## config.mk

```make
export PLATFORM = sky130hd
export DESIGN_NAME = alu_cmd_issuer
export DESIGN_NICKNAME = d
export VERILOG_FILES = /design/src/rtl/alu_cmd_issuer.sv
export SDC_FILE = /design/constraint.sdc
export NUM_CORES = 1
export LEC_CHECK = 0
export ABC_AREA = 0
export CAP_MARGIN = 20
export CORE_UTILIZATION = 50
export CTS_CLUSTER_SIZE = 25
export DETAILED_ROUTE_END_ITERATION = 7
export GPL_TIMING_DRIVEN = 0
export MAX_ROUTING_LAYER = met4
export PLACE_DENSITY = 0.84
export SYNTH_ARGS = -nofsm -noshare
export SYNTH_HDL_FRONTEND = slang
export SYNTH_SLANG_ARGS = --single-unit
```

## constraint.sdc

```tcl
create_clock -name clk -period 2.85 [get_ports clk]
set_clock_uncertainty 0.2 [all_clocks]
set_input_delay 0.285 -clock clk [delete_from_list [all_inputs] [get_ports clk]]
set_output_delay 0.285 -clock clk [all_outputs]
set_load 0.03 [all_outputs]
```

## src/rtl/alu_cmd_issuer.sv

```systemverilog
// Command front end for the 8-bit ALU: buffers (op, A, B) requests in a FIFO,
// issues one at a time, waits for done (with timeout) and returns a tagged response.
module alu_cmd_issuer #(
  parameter int DEPTH   = 4,
  parameter int TIMEOUT = 64
) (
  input  logic        clk,
  input  logic        rst,
  input  logic        cmd_valid,
  output logic        cmd_ready,
  input  logic [1:0]  cmd_op,
  input  logic [7:0]  cmd_a,
  input  logic [7:0]  cmd_b,
  output logic [1:0]  alu_select,
  output logic [7:0]  alu_a,
  output logic [7:0]  alu_b,
  output logic        alu_start,
  input  logic [15:0] alu_result,
  input  logic        alu_overflow,
  input  logic        alu_negative,
  input  logic        alu_zero,
  input  logic        alu_carry_out,
  input  logic        alu_done,
  output logic        rsp_valid,
  input  logic        rsp_ready,
  output logic [15:0] rsp_result,
  output logic [3:0]  rsp_flags,
  output logic        rsp_err,
  output logic [1:0]  rsp_tag
);

  localparam int AW = $clog2(DEPTH);
  localparam int PW = AW + 1;
  localparam logic [7:0] WAIT_LAST = 8'(TIMEOUT - 1);

  typedef enum logic [1:0] {IDLE, ISSUE, WAIT, RESP} state_t;

  state_t state, state_nxt;

  logic [1:0] fifo_op  [DEPTH];
  logic [7:0] fifo_a   [DEPTH];
  logic [7:0] fifo_b   [DEPTH];
  logic [1:0] fifo_tag [DEPTH];

  logic [PW-1:0] wr_ptr, rd_ptr;
  logic [1:0]    tag_cnt;
  logic [7:0]    wait_cnt;
  logic          fifo_empty, fifo_full, push, pop;
  logic          wait_done, wait_expire;

  // Extra pointer MSB tells a wrapped (full) FIFO apart from an empty one.
  assign fifo_empty = (wr_ptr == rd_ptr);
  assign fifo_full  = (wr_ptr[PW-1] != rd_ptr[PW-1]) &&
                      (wr_ptr[AW-1:0] == rd_ptr[AW-1:0]);
  assign cmd_ready  = !fifo_full;
  assign push       = cmd_valid && cmd_ready;
  assign pop        = (state == IDLE) && !fifo_empty;

  assign wait_done   = (state == WAIT) && alu_done;
  assign wait_expire = (state == WAIT) && !alu_done && (wait_cnt == WAIT_LAST);

  always_comb begin
    state_nxt = state;
    case (state)
      IDLE:    if (!fifo_empty) state_nxt = ISSUE;
      ISSUE:   state_nxt = WAIT;
      WAIT:    if (wait_done || wait_expire) state_nxt = RESP;
      RESP:    if (rsp_ready) state_nxt = IDLE;
      default: state_nxt = IDLE;
    endcase
  end

  always_ff @(posedge clk) begin
    if (push) begin
      fifo_op[wr_ptr[AW-1:0]]  <= cmd_op;
      fifo_a[wr_ptr[AW-1:0]]   <= cmd_a;
      fifo_b[wr_ptr[AW-1:0]]   <= cmd_b;
      fifo_tag[wr_ptr[AW-1:0]] <= tag_cnt;
    end
  end

  always_ff @(posedge clk or negedge rst) begin
    if (!rst) begin
      state      <= IDLE;
      wr_ptr     <= '0;
      rd_ptr     <= '0;
      tag_cnt    <= '0;
      wait_cnt   <= '0;
      alu_start  <= 1'b0;
      alu_select <= '0;
      alu_a      <= '0;
      alu_b      <= '0;
      rsp_valid  <= 1'b0;
      rsp_result <= '0;
      rsp_flags  <= '0;
      rsp_err    <= 1'b0;
      rsp_tag    <= '0;
    end else begin
      state     <= state_nxt;
      alu_start <= pop;

      if (push) begin
        wr_ptr  <= wr_ptr + PW'(1);
        tag_cnt <= tag_cnt + 2'd1;
      end

      // Operands and tag are held from the pop until the next pop.
      if (pop) begin
        rd_ptr     <= rd_ptr + PW'(1);
        alu_select <= fifo_op[rd_ptr[AW-1:0]];
        alu_a      <= fifo_a[rd_ptr[AW-1:0]];
        alu_b      <= fifo_b[rd_ptr[AW-1:0]];
        rsp_tag    <= fifo_tag[rd_ptr[AW-1:0]];
      end

      if (state == ISSUE)
        wait_cnt <= '0;
      else if ((state == WAIT) && !alu_done)
        wait_cnt <= wait_cnt + 8'd1;

      // Done takes priority over an expiring counter in the same cycle.
      if (wait_done) begin
        rsp_valid  <= 1'b1;
        rsp_result <= alu_result;
        rsp_flags  <= {alu_overflow, alu_negative, alu_zero, alu_carry_out};
        rsp_err    <= 1'b0;
      end else if (wait_expire) begin
        rsp_valid  <= 1'b1;
        rsp_result <= '0;
        rsp_flags  <= '0;
        rsp_err    <= 1'b1;
      end else if ((state == RESP) && rsp_ready) begin
        rsp_valid  <= 1'b0;
      end
    end
  end

endmodule
```

After elaboration in Yosys (flattened, before gate mapping)
Memory sizes are Yosys's and may differ from the RTL's. A register that Yosys moved wholly into a read port is not among the register bits.
Cells that the tools add are included.
{ "word_totals": {"n_memories": 4, "reg_bits": 41, "ramBits": 80, "wordCells": 65, "out_inout_bits": 44} }
{ "memory_table": {"columns": ["name", "words", "width", "read_ports", "rd_ports_with_merged_regs", "wr", "line_no", "rtl"], "rows": [
  ["fifo_a", 4, 8, 1, 1, 1, "41", "logic [7:0] fifo_a [DEPTH];"],
  ["fifo_b", 4, 8, 1, 1, 1, "42", "logic [7:0] fifo_b [DEPTH];"],
  ["fifo_op", 4, 2, 1, 1, 1, "40", "logic [1:0] fifo_op [DEPTH];"],
  ["fifo_tag", 4, 2, 1, 1, 1, "43", "logic [1:0] fifo_tag [DEPTH];"]
]} }
{ "op_classes": {"reduce_logical": 20, "mux": 17, "eq_ne": 10, "add_sub_neg": 4} }
{ "op_table": {"columns": ["operator", "n"], "rows": [
  ["two-way mux 16 bit", 2],
  ["two-way mux 8 bit", 2],
  ["adder 8 x 1 -> 8 bit, second input constant", 1],
  ["== test 8 x 6 -> 1 bit, second input constant", 1],
  ["two-way mux 4 bit", 2],
  ["one-hot mux 2 bit (4 select lines)", 1],
  ["logical AND 1 bit", 7],
  ["logical NOT 1 bit", 7],
  ["two-way mux 1 bit", 7],
  ["adder 3 x 1 -> 3 bit, second input constant", 2],
  ["two-way mux 2 bit", 3],
  ["== test 2 bit, second input constant", 2],
  ["inequality test 2 bit, second input constant", 2],
  ["nonzero test 2 bit", 2],
  ["== test 3 bit", 1],
  ["AND reduction 3 bit", 1],
  ["nonzero test 3 bit", 1],
  ["adder 2 x 1 -> 2 bit, second input constant", 1],
  ["== test 2 x 1 -> 1 bit, second input constant", 1],
  ["== test 2 bit", 1],
  ["logical NOT 2 bit", 1],
  ["inequality test 2 x 1 -> 1 bit, second input constant", 1],
  ["logical OR 1 bit", 1],
  ["inequality test 1 bit", 1]
]} }

Depth between registers and ports, before layout
{ "logic_depth": {"depth_word": 6, "ltp_mapped": 7, "depth_no_buf": 6} }

Worst setup path before layout
OpenSTA, ideal clock, no wires.
{ "synth_path": {"kind": "register -> register", "startpoint": "register rd_ptr[0]", "endpoint": "memory fifo_a[3][0] (enable)", "setup_slack_ns": 0.728, "arrival_ns": 1.543, "stages_incl_launch_ff": 4, "required_time_ns": 2.270, "path_buffers": 0, "synth_period_minus_slack_ns": 2.122, "cell_sequence": "dfrtp_1 > xnor2_2 > a31oi_4 > and2_1"} }
{ "synth_via": {"elab_chain_cells": 6} }
{ "synth_rtl": {"columns": ["item", "line_no", "rtl"], "rows": [
  ["from (decl)", "45", "logic [PW-1:0] wr_ptr, rd_ptr;"],
  ["from (signal assigned)", "109", "rd_ptr <= rd_ptr + PW'(1);"],
  ["== test 2 bit", "54", "(wr_ptr[AW-1:0] == rd_ptr[AW-1:0]);"],
  ["logical AND 1 bit", "53", "assign fifo_full = (wr_ptr[PW-1] != rd_ptr[PW-1]) &&"],
  ["logical NOT 1 bit", "55", "assign cmd_ready = !fifo_full;"],
  ["logical AND 1 bit", "56", "assign push = cmd_valid && cmd_ready;"],
  ["two-way mux 1 bit", "74", "if (push) begin"],
  ["two-way mux 1 bit (not written as such)", "76", "fifo_a[wr_ptr[AW-1:0]] <= cmd_a;"],
  ["to (decl)", "41", null]
]} }
No other way between the ends.

Worst setup path after layout
{ "layout_path": {"startpoint": "register rd_ptr[0]", "endpoint": "output port cmd_ready"} }
{ "layout_via": {"elab_chain_cells": 3} }
{ "layout_rtl": {"columns": ["item", "line_no", "rtl"], "rows": [
  ["== test 2 bit", "54", null],
  ["logical AND 1 bit", "53", null],
  ["logical NOT 1 bit", "55", null],
  ["to (decl)", "10", "output logic cmd_ready,"]
]} }
No other way between the ends.

==> qor.txt <==
Initial antenna violation count: 0
Core Region: 0.01046 mm^2
Via count: 2957
RSZ-0062 raised after global routing: false
First-pass GRT wire length: 16010 um
Routed WL per cell: 17.88 um
Rel. slew slack: 27.75%
Asr flop ratio synth: 43.26%
Worst hold slack: 0.1881 ns
Cells resized by post-CTS repair: 0
Ys Warns: 0
Nets: 458
Hold Path Origin: alu_result[11]
Worst R2R End: fifo_b[0][0]
All-layer global routing usage: 20.11%
Placer Congestion: 0.7442
Avg Inst Size Synth: 18.46 um^2
Layout cells sized above 1: 16.07%
Synthesis-to-finish area growth: 30.33%
Crit path from: rd_ptr[0]
Setup TNS: 0 ns
Synth Instances: 296
Worst VDD drop: 1009 uV
Syn Nets: 350
Final wirelength: 9889 um
MaxCap Viol Count: 0
Root Driver: clkbuf_8
Post-Place Setup Slack: 0.1572 ns
EDFF count, synth: 80
Dpl hpwl: 6139 um
Sequential share of the synthesized area: 71.92%
Dominant cells by area after synthesis: edfxtp_1, dfrtp_1, mux4_2, mux2_1, a22o_1
H-tree depth: 4
Iter 0 DRT Violations: 219
FF+latch count, synth: 141
Post-synth top flop: edfxtp_1
Number of routed nets with antenna violations: 0
Critical Path RT: 2.37 ns
CP Launch Type: flop
Synth cell types: 33
Vias in the first global route: 3184
F_max: 389.5 MHz
Leading area contributor after synthesis: edfxtp_1
Final setup fails: 0
Initial Util: 52.21%
Period minus WS final: 2.567 ns
Pwr dens: 1191 mW/mm^2
CTS clock-pin slew for the worst setup and hold paths: 0.06 ns
Residual DRC: 0
Clock Path Buffers: 2
WHS Endpoint: rsp_result[11]
Crit path capture type: primary output
Port buffer count: 86
Final hold vios: 0
Skew-Pair Late Insertion Delay: 0.52 ns
Largest net degree at the start of global routing: 62
R2r worst-path depth: 3
Post-Syn Area: 0.005463 mm^2
Setup WS post-layout: 0.2826 ns
Worst slew pin tran: 1.084 ns
Number of buffers created by CTS: 17
R2R Path Start: rd_ptr[0]
Flop2flop setup slack: 0.33 ns
WP data arrival: 2.08 ns
Cells after DPL: 519
Pleak: 0.002729 uW
Post-synth top cells: edfxtp_1, dfrtp_1, a22o_1, mux4_2, mux2_1
Crit path max fanout: 5
Hold path depth: 2
Reg area: 0.003929 mm^2
Chip width: 106.5 um
Synth top area share: 43.98%
IO Count: 87
Mean number of vias per cell: 5.347
Fin cells: 553
CTS tree: built
Critical path class: flop to primary output
N_diodes: 0
Chip height: 106.5 um
Period utilization: 90.08%
Hold Crit Class: input port to flop
Final Max Slew Viols: 0
Status: completed
Fillers: 720
Die area: 0.01135 mm^2
# rows: 37
Grt ovf: 0
Most numerous cell in the Yosys netlist: edfxtp_1
CTS sink cnt: 141
First-pass iteration count of the detailed router: 5
Area occupied by multi-input gates: 0.001453 mm^2
## per-layer routing
metal	track usage, %	part of all wire (%)
met1	24.82	43
met2	31.59	51
met3	6.622	6.0
met4	6.751	0.85
met5	-	0
## area by class of cell
class	instances	share of cell area (%)
sequential	141	55.18
timing repair buffer	89	12.62
clock buffer	19	6.063
tap	136	2.390
inverter	6	0.3163
clock inverter	13	2.197
multi-input combinational	138	20.40
buffer	11	0.8260
## what timing repair did
action	in CTS	in global routing
hold endpoints to repair	61	0
hold buffers	1	0
buffers inserted	0	0
endpoints found under the setup margin	0	0
## critical path: stages, from the launching register on
cell,delay [ns]
dfrtp_1,0.46
xnor2_2,0.37
nand3_1,0.12
clkdlybuf4s50_1,0.62
## through the flow
step	utilization (%)	cell area [um^2]	total power, uW
after detailed placement	62.19	6506	6387
after CTS	67.90	7104	8572
after floorplan	-	5463	5234
after global placement	62.07	6494	6262
after global routing	68.05	7119	8918
final	68.05	7119	8482
## registers in the layout, indices dropped and copies added, names as in the netlist
register and count:
alu_select 2, wait_cnt 8, rsp_flags 4, fifo_b 32, state 2, rsp_tag 2
wr_ptr 3, fifo_tag 8, alu_b 8, alu_start 1, alu_a 8, tag_cnt 2
rsp_valid 1, fifo_a 32, rsp_err 1, rd_ptr 3, fifo_op 8, rsp_result 16
## cells in the final DEF, fill, tap and decap left out, types with 3 or more instances in the layout
master	Yosys	routed
clkdlybuf4s50_1	0	85
edfxtp_1	80	80
dfrtp_1	61	61
a22o_1	20	20
mux4_2	20	20
mux2_1	17	17
clkbuf_16	0	16
nand2_1	12	12
ha_1	11	11
xor2_1	8	8
nor2_1	8	8
clkbuf_1	6	7
inv_1	6	6
xnor2_1	6	6
and2_1	5	5
mux2_2	5	5
clkinv_4	0	5
nand3_1	3	3
nand4_1	3	3
inv_6	0	3
## cell families after synthesis
family	count (synthesis)	synth area share, %
multiplexers	42	12.78
flip-flops	141	71.92
buffers and inverters	17	1.489
AND/OR/NAND/NOR	40	3.711
XOR/XNOR	16	2.840
AO/OA/AOI/OAI	29	4.741
adder cells (fa/ha/maj)	11	2.519
## worst max path at each step
| stage | end | slack, ns |
|---|---|---|
| floorplan | fifo_a[3][0] | 0.73 |
| global placement | alu_select[1] | -0.78 |
| detailed placement | fifo_op[0][1] | 0.16 |
| CTS | cmd_ready | 0.23 |
| global route | cmd_ready | 0.18 |
| finish | cmd_ready | 0.28 |
## power breakdown
part           total (uW)  switching, uW  internal, uW
sequential           3190            319          2870
clock                2150            863          1290
combinational        3140           1700          1440
total                8480           2880          5600
No activity file was read; power rests on OpenSTA's default activity.
